### src/rtl/vscale_rs2_share_merger_if.sv
// Handshake bundle between the rs2 share producer, the share merger and the ALU source-B consumer.
interface vscale_rs2_share_merger_if #(
  parameter int DWIDTH = 32,
  parameter int SHARES = 2
);
  // A transfer happens on a rising clk edge where valid and ready are both high.
  // A source holds valid and its payload stable until that edge; kill overrides any transfer.
  logic                     in_valid;
  logic                     in_ready;
  logic [SHARES*DWIDTH-1:0] rs2_shares;
  logic                     kill;
  logic                     out_valid;
  logic                     out_ready;
  logic [DWIDTH-1:0]        rs2_data_merged;

  modport master (
    output in_valid, rs2_shares, kill, out_ready,
    input  in_ready, out_valid, rs2_data_merged
  );

  modport slave (
    input  in_valid, rs2_shares, kill, out_ready,
    output in_ready, out_valid, rs2_data_merged
  );
endinterface

### src/rtl/vscale_rs2_share_merger.sv
// Recombines XOR shares of rs2 into one word, folding in one share per cycle through a
// registered accumulator so no two shares ever meet in the same combinational cone.
module vscale_rs2_share_merger #(
  parameter int DWIDTH = 32,
  parameter int SHARES = 2
) (
  input  logic                     clk,
  input  logic                     reset_n,
  vscale_rs2_share_merger_if.slave bus,
  output logic [1:0]               dbg_state,
  output logic [SHARES*DWIDTH-1:0] dbg_shares
);
  localparam int IW = $clog2(SHARES) + 1;

  typedef enum logic [1:0] {
    IDLE  = 2'd0,
    ACCUM = 2'd1,
    DONE  = 2'd2
  } state_t;

  state_t            state;
  state_t            state_next;
  logic [IW-1:0]     idx;
  logic [DWIDTH-1:0] acc;
  logic [DWIDTH-1:0] share_q [SHARES];
  logic [DWIDTH-1:0] sel_share;
  logic              last_step;

  always_ff @(posedge clk or negedge reset_n) begin
    if (!reset_n) state <= IDLE;
    else          state <= state_next;
  end

  always_comb begin
    state_next          = state;
    bus.in_ready        = 1'b0;
    bus.out_valid       = 1'b0;
    bus.rs2_data_merged = '0;
    case (state)
      IDLE: begin
        bus.in_ready = 1'b1;
        if (bus.in_valid) begin
          if (SHARES > 1) state_next = ACCUM;
          else            state_next = DONE;
        end
      end
      ACCUM: begin
        if (last_step) state_next = DONE;
      end
      DONE: begin
        // acc is only exposed here so partial sums never reach the consumer
        bus.out_valid       = 1'b1;
        bus.rs2_data_merged = acc;
        if (bus.out_ready) state_next = IDLE;
      end
      default: state_next = IDLE;
    endcase
    if (bus.kill) state_next = IDLE;
  end

  always_comb begin
    sel_share = '0;
    for (int i = 0; i < SHARES; i++) begin
      if (idx == IW'(i)) sel_share = share_q[i];
    end
    last_step = (idx == IW'(SHARES - 1));
  end

  always_ff @(posedge clk or negedge reset_n) begin
    if (!reset_n) begin
      acc <= '0;
      idx <= '0;
      for (int i = 0; i < SHARES; i++) share_q[i] <= '0;
    end else if (bus.kill) begin
      acc <= '0;
      idx <= '0;
      for (int i = 0; i < SHARES; i++) share_q[i] <= '0;
    end else begin
      case (state)
        IDLE: begin
          if (bus.in_valid) begin
            acc <= bus.rs2_shares[DWIDTH-1:0];
            idx <= (SHARES > 1) ? IW'(1) : '0;
            for (int i = 0; i < SHARES; i++) share_q[i] <= bus.rs2_shares[i*DWIDTH +: DWIDTH];
            share_q[0] <= '0;
          end
        end
        ACCUM: begin
          // each share register is wiped right after it is folded in
          acc <= acc ^ sel_share;
          for (int i = 0; i < SHARES; i++) begin
            if (idx == IW'(i)) share_q[i] <= '0;
          end
          if (!last_step) idx <= idx + IW'(1);
        end
        DONE: begin
          if (bus.out_ready) begin
            acc <= '0;
            idx <= '0;
          end
        end
        default: begin
          acc <= '0;
          idx <= '0;
        end
      endcase
    end
  end

  assign dbg_state = state;

  always_comb begin
    dbg_shares = '0;
    for (int i = 0; i < SHARES; i++) dbg_shares[i*DWIDTH +: DWIDTH] = share_q[i];
  end
endmodule

### src/flat_wrapper.sv
// flat-port wrapper written by rule: the top's interface ports become plain ports
module vscale_rs2_share_merger_flat 
#(
  parameter int DWIDTH = 32,
  parameter int SHARES = 2
)
  (clk, reset_n, dbg_state, dbg_shares, bus_in_valid, bus_rs2_shares, bus_kill, bus_out_ready, bus_in_ready, bus_out_valid, bus_rs2_data_merged);
  vscale_rs2_share_merger_if #(.DWIDTH(DWIDTH), .SHARES(SHARES)) bus_i ();
  input  logic clk;
  input  logic reset_n;
  output logic [1:0] dbg_state;
  output logic [SHARES*DWIDTH-1:0] dbg_shares;
  input wire logic [$bits(bus_i.in_valid)-1:0] bus_in_valid;
  input wire logic [$bits(bus_i.rs2_shares)-1:0] bus_rs2_shares;
  input wire logic [$bits(bus_i.kill)-1:0] bus_kill;
  input wire logic [$bits(bus_i.out_ready)-1:0] bus_out_ready;
  output wire logic [$bits(bus_i.in_ready)-1:0] bus_in_ready;
  output wire logic [$bits(bus_i.out_valid)-1:0] bus_out_valid;
  output wire logic [$bits(bus_i.rs2_data_merged)-1:0] bus_rs2_data_merged;
  assign bus_i.in_valid = bus_in_valid;
  assign bus_i.rs2_shares = bus_rs2_shares;
  assign bus_i.kill = bus_kill;
  assign bus_i.out_ready = bus_out_ready;
  assign bus_in_ready = bus_i.in_ready;
  assign bus_out_valid = bus_i.out_valid;
  assign bus_rs2_data_merged = bus_i.rs2_data_merged;
  vscale_rs2_share_merger #(.DWIDTH(DWIDTH), .SHARES(SHARES)) u_core (.clk(clk), .reset_n(reset_n), .bus(bus_i), .dbg_state(dbg_state), .dbg_shares(dbg_shares));
endmodule
### config.mk
export PLATFORM = sky130hd
export DESIGN_NAME = vscale_rs2_share_merger_flat
export DESIGN_NICKNAME = d
export VERILOG_FILES = /design/src/rtl/vscale_rs2_share_merger_if.sv /design/src/rtl/vscale_rs2_share_merger.sv /design/src/flat_wrapper.sv
export SDC_FILE = /design/constraint.sdc
export NUM_CORES = 1
export LEC_CHECK = 0
export ABC_AREA = 1
export BUFFER_PORTS_ARGS = -buffer_cell sky130_fd_sc_hd__buf_2
export CORE_AREA = 2 2 92 94
export DETAILED_ROUTE_END_ITERATION = 8
export DIE_AREA = 0 0 94 96
export GPL_TIMING_DRIVEN = 1
export PLACE_DENSITY_LB_ADDON = 0.15
export SLEW_MARGIN = 15
export SYNTH_ARGS = -nofsm -noshare
export SYNTH_HDL_FRONTEND = slang
export SYNTH_SLANG_ARGS = --single-unit
export TNS_END_PERCENT = 1
### constraint.sdc
create_clock -name clk -period 4.1 [get_ports clk]
set_input_delay 0.615 -clock clk [delete_from_list [all_inputs] [get_ports clk]]
set_output_delay 0.615 -clock clk [all_outputs]
set_load 0.01 [all_outputs]
==> flow_summary.yaml, run 1 <==
run_status:
  status: "complete, no violations"
global_route:
  first_global_vias: 3818
  overflow: 0
  grt_max_degree: 66
  antenna_found_initial: 0
  grt_use_total: 0.242
  grt_pass1_wl_um: 17300
timing:
  slew_headroom: 0.295
  fin_worst_skew_ps: 12.1
  setup-violations-final: 0
  drv_slew: 0
  min_period_ps: 2630
  hold_viol_final: 0
  setup_tns_ps: 0
  fmaxAchievable_mhz: 380
  worst_pin_slew_ps: 1060
  rsz0062_at_grt: "false"
  fin_crit_sh: 0.642
critical_path:
  path_max_fanout: 32
  cp.required_ps: 3480
  critPathKind: "reg -> out"
  ff2ff_setup_slack_ps: 1820
  critPathMaxStageDelay_ps: 770
  crit_arrival_ps: 2020
  critPathSlowestCell: "inv_1"
  cp_cell_sequence: "nor2_2 > inv_1 > nor2_1 > buf_2"
  crit_family: "buffers and inverters"
  worst-path-buf-inv: 2
  startpoint_type: "register"
  critical_path.endpoint_type: "primary output"
routing:
  routedWlPerCell_um: 12.6
  vias: 4087
  postRouteAntennaNets: 0
  drt_iter0_drc: 196
  routed_wl_um: 10600
  viasPerCell: 4.84
  drc: 0
  first_pass_iters: 5
final_layout:
  finalNonFillerCells: 844
  fin_area_sq_um: 4770
  num-nets-final: 805
  final_cell_mix: "nand2_1 (330), buf_2 (136), dfrtp_1 (68)"
  layout-drive-gt1-share: 0.223
  insertedDiodeCount: 0
  area_delta_synth_final_pct: 18.2
  layout_commonest_cell: "nand2_1"
die:
  fp.dieArea_sq_um: 9020
  die_h_um: 96
  rows: 33
  core_area_sq_um: 8050
  initial_core_util: 0.501
  io_pins: 169
  die_w_um: 94
placement:
  hpwlAfterDp_um: 7300
  placed_cells_incl_taps: 829
  port_buffers: 136
  gp_congestion: 0.800
  postPlaceCellArea_sq_um: 4620
synthesis:
  synthTopCellsByArea: "dfrtp_1 (42%), nand2_1 (31%), nand3_1 (8.3%), buf_4 (6.3%), inv_1 (3.4%)"
  seq_area_frac_synth: 0.422
  synth_area_leader_cell: "dfrtp_1"
  ys_ff_latch: 68
  synthCells: 613
  synth-warning-count: 0
  synth_top_area_frac: 0.422
  syn_area_per_cell_sq_um: 6.58
  synth_cell_types: 19
  syn_area_sq_um: 4030
clock_tree:
  tritoncts: "yes"
  clockRootBuffer: "clkbuf_8"
  clk_latency_ps: 340
  clockBufferDepth: 2
  cts_max_level: 3
  cts_made_buffers: 9
  holdBufCountCts: 0
  clk_pin_slew_ps: 70
  post-cts-setup-buffers: 0
  cts_resized: 0
  clkSinkCount: 68
power:
  ir_worst_vdd_uv: 263
  power_density_nw_per_um2: 371
  leakage_nw: 2.97
min_path:
  hold_class: "in -> async"
flow_run:
  cap_violations: 0
synth_stat cells, drive strengths merged:
cell type / n
conb: 1
buf: 55
inv: 38
nand3: 68
nand3b: 1
and3: 1
nand2: 332
or2: 2
nand4: 1
clkbuf: 6
nor2: 39
ha: 1
dfrtp: 68
worst paths after layout:
kind	start	endpoint	cells past startpoint
max	u_core.dbg_state[0]$_DFFE_PN0P_	bus_rs2_data_merged[15]	4
min	reset_n	u_core.dbg_shares[35]$_DFFE_PN0P_	1
max reg2reg	u_core.dbg_state[0]$_DFFE_PN0P_	u_core.acc[23]$_DFFE_PN0P_	6
min reg2reg	u_core.idx[1]$_DFFE_PN0P_	u_core.idx[1]$_DFFE_PN0P_	2
max in group asynchronous	reset_n	u_core.acc[8]$_DFFE_PN0P_	2
min in group clk	bus_rs2_shares[47]	u_core.dbg_shares[47]$_DFFE_PN0P_	3
cells by family after synthesis:
| group | Yosys count | synth area share |
|---|---|---|
| simple gates | 444 | 0.444 |
| other cells | 1 | 0.000930 |
| flops | 68 | 0.422 |
| buf+inv | 99 | 0.130 |
| fa+ha+maj | 1 | 0.00310 |
flip-flops by register name (all words and copies together), names as in the netlist:
register,flops
u_core.acc,32
u_core.dbg_shares,32
u_core.dbg_state,2
u_core.idx,2
metal layers:
layer,routed length [um],global-route usage
met5,0,0
met4,55,0.0761
met3,662,0.0352
met2,5360,0.430
met1,4550,0.307
metrics by stage:
step                power (mW)  utilization  setup slack, ps  hold WS (ps)
CTS                       1.78        0.592             1450           422
detailed placement        1.33        0.573             1600           476
global placement          1.31        0.573             1730           455
finish                    1.77        0.592             1470           406
global route              1.90        0.592             1290           457
floorplan                 1.18            -             2310           319
layout make-up:
type | instances | area, sq um
clock inverters | 3 | 15.0
inverters | 38 | 143
flip-flops and latches | 68 | 1700
well taps | 105 | 131
multi-input cells | 477 | 1920
repair buffers | 141 | 718
fillers | 833 | 3280
clock buffers | 12 | 135
power breakdown:
| group | total (mW) | internal (mW) | switching, mW |
|---|---|---|---|
| clock network | 0.458 | 0.214 | 0.244 |
| logic | 0.487 | 0.152 | 0.334 |
| registers | 0.825 | 0.749 | 0.0755 |
worst reg2reg max path: cells and delay by family, from the launching register on:
kind / cells / cell delay [ps]
flip-flops: 1 / 510
AND/OR/NAND/NOR: 6 / 1710
Power figures use the tool's default switching activity.
==> run 2: changes to the inputs <==
--- a/config.mk
+++ b/config.mk
@@ -7,9 +7,9 @@
 export LEC_CHECK = 0
 export ABC_AREA = 1
 export BUFFER_PORTS_ARGS = -buffer_cell sky130_fd_sc_hd__buf_2
-export CORE_AREA = 2 2 92 94
+export CORE_AREA = 2 2 99 101
 export DETAILED_ROUTE_END_ITERATION = 8
-export DIE_AREA = 0 0 94 96
+export DIE_AREA = 0 0 101 103
 export GPL_TIMING_DRIVEN = 1
 export PLACE_DENSITY_LB_ADDON = 0.15
 export SLEW_MARGIN = 15
==> constraint.sdc (replaced) <==
create_clock -name clk -period 2.3 [get_ports clk]
set_input_delay 0.345 -clock clk [delete_from_list [all_inputs] [get_ports clk]]
set_output_delay 0.345 -clock clk [all_outputs]
set_load 0.01 [all_outputs]
==> run 2 against run 1 <==
Final area rose by 2.0%; die area is 15% higher; routed wire length rose by 4.5%; highest routed layer unchanged; register-to-register slack worse by 1400 ps; utilization fell by 7.8 points; setup slack got worse by 1300 ps; non-clock buffer count is 4 higher; clock power up 99%; critical path depth grew 1; flip-flop and latch count is the same; largest power group unchanged; critical path type unchanged.
==> flow_summary.yaml, run 2 (same netlist as run 1, synthesis figures left out) <==
min_path:
  hp-start: "bus_rs2_shares[54]"
  hold_path_end: "u_core.dbg_shares[54]$_DFFE_PN0P_"
  min_delay_path_depth: 3
  hold_class: "in -> reg"
critical_path:
  cp.required_ps: 1960
  reg2reg_from: "u_core.dbg_state[0]$_DFFE_PN0P_"
  critPathMaxStageDelay_ps: 480
  critPathSlowestCell: "dfrtp_1"
  reg2reg_to: "u_core.acc[3]$_DFFE_PN0P_"
  startpoint: "u_core.dbg_state[0]$_DFFE_PN0P_"
  ff2ff_setup_slack_ps: 430
  path_max_fanout: 22
  critPathKind: "reg -> out"
  ff2ff_path_depth: 6
  crit_arrival_ps: 1780
  startpoint_type: "register"
  critical_path.endpoint_type: "primary output"
  cp_cell_sequence: "nor2_2 > inv_1 > buf_12 > nor2_1 > buf_2"
global_route:
  grt_use_total: 0.220
  grt_max_degree: 66
  first_global_vias: 3752
  grt_pass1_wl_um: 17900
  antenna_found_initial: 0
  overflow: 0
timing:
  setup_tns_ps: 0
  setup-violations-final: 0
  fmaxAchievable_mhz: 471
  worst_pin_slew_ps: 949
  rsz0062_at_grt: "false"
  min_period_ps: 2120
  fin_worst_skew_ps: 7.11
  hold_viol_final: 0
  fin_crit_sh: 0.923
  drv_slew: 0
  slew_headroom: 0.366
die:
  die_w_um: 101
  die_h_um: 103
  initial_core_util: 0.426
  rows: 36
  core_area_sq_um: 9460
  io_pins: 169
  fp.dieArea_sq_um: 10400
placement:
  gp_congestion: 0.803
  hpwlAfterDp_um: 7390
  postPlaceCellArea_sq_um: 4680
  port_buffers: 136
clock_tree:
  tritoncts: "yes"
  cts_made_buffers: 9
  cts_max_level: 3
  clockRootBuffer: "clkbuf_8"
  clkSinkCount: 68
  clk_latency_ps: 350
  clockBufferDepth: 2
  clk_pin_slew_ps: 80
run_status:
  status: "complete, no violations"
final_layout:
  final_cell_mix: "nand2_1 (330), buf_2 (135), dfrtp_1 (68)"
  layout_commonest_cell: "nand2_1"
  area_delta_synth_final_pct: 20.6
  num-nets-final: 809
  fin_area_sq_um: 4860
  layout-drive-gt1-share: 0.229
  insertedDiodeCount: 0
  fin_util: 0.514
routing:
  viasPerCell: 4.73
  postRouteAntennaNets: 0
  vias: 4049
  drt_iter0_drc: 168
  routedWlPerCell_um: 13.0
  drc: 0
  routed_wl_um: 11100
  first_pass_iters: 4
power:
  leakage_nw: 3.02
  ir_worst_vdd_uv: 323
  power_density_nw_per_um2: 671
  fin_total_pwr_mw: 3.27
flow_run:
  cap_violations: 0
## run 2: changes by cell type in the layout (fill, tap and decap cells not counted)
cell | before | now
clkbuf_8 | 9 | 12
dlygate4sd3_1 | 0 | 1
clkbuf_1 | 3 | 0
buf_12 | 0 | 2
buf_2 | 136 | 135
clkinv_2 | 3 | 2
buf_4 | 5 | 7
## run 2: final cells by class
type                       count  area, sq um
fill                         971         4600
multi-input combinational    477         1920
sequential                    68         1700
timing repair buffer         145          778
clock buffer                  12          165
inverter                      38          143
tap                          114          143
clock inverter                 2         10.0
## run 2: repair_timing
action / in CTS / in global routing
hold endpoints to repair: 32 / 0
hold buffers: 1 / 0
gates resized for setup: 0 / 0
buffers inserted: 0 / 0
## run 2: worst max-delay path by stage
stage / to / slack (ps) / cells past startpoint
floorplan: bus_rs2_data_merged[10] / 780 / 5
global placement: u_core.dbg_shares[53]$_DFFE_PN0P_ / 530 / 6
detailed placement: u_core.acc[27]$_DFFE_PN0P_ / 480 / 7
CTS: bus_rs2_data_merged[1] / 170 / 5
global route: bus_rs2_data_merged[1] / 10 / 5
finish: bus_rs2_data_merged[1] / 180 / 5
## run 2: where the power goes
group          total [mW]  leakage (nW)  internal (mW)  switching [mW]
Sequential           1.47         0.906           1.34           0.131
Clock               0.910        0.0941          0.464           0.446
Combinational       0.888          2.02          0.283           0.604
## run 2: critical path: cells and delay by family, from the launching register on
family / cells / cell delay [ps]
DFF: 1 / 480
and+or+nand+nor: 2 / 320
buffers and inverters: 3 / 620
## run 2: layer usage
layer	share of wire	track usage	up-vias
met1	0.43	0.282	1865
met3	0.067	0.0454	11
li1	-	-	2042
met4	0.014	0.0790	0
met2	0.49	0.369	131
met5	0	0	-
## run 2: through the flow
| step | hold WS, ps | worst slack (ps) | instances |
|---|---|---|---|
| finish | 186 | 177 | 856 |
| global placement | 333 | 531 | 841 |
| floorplan | 49.4 | 780 | 644 |
| detailed placement | 332 | 479 | 841 |
| global route | 184 | 12.6 | 856 |
| CTS | 178 | 168 | 856 |
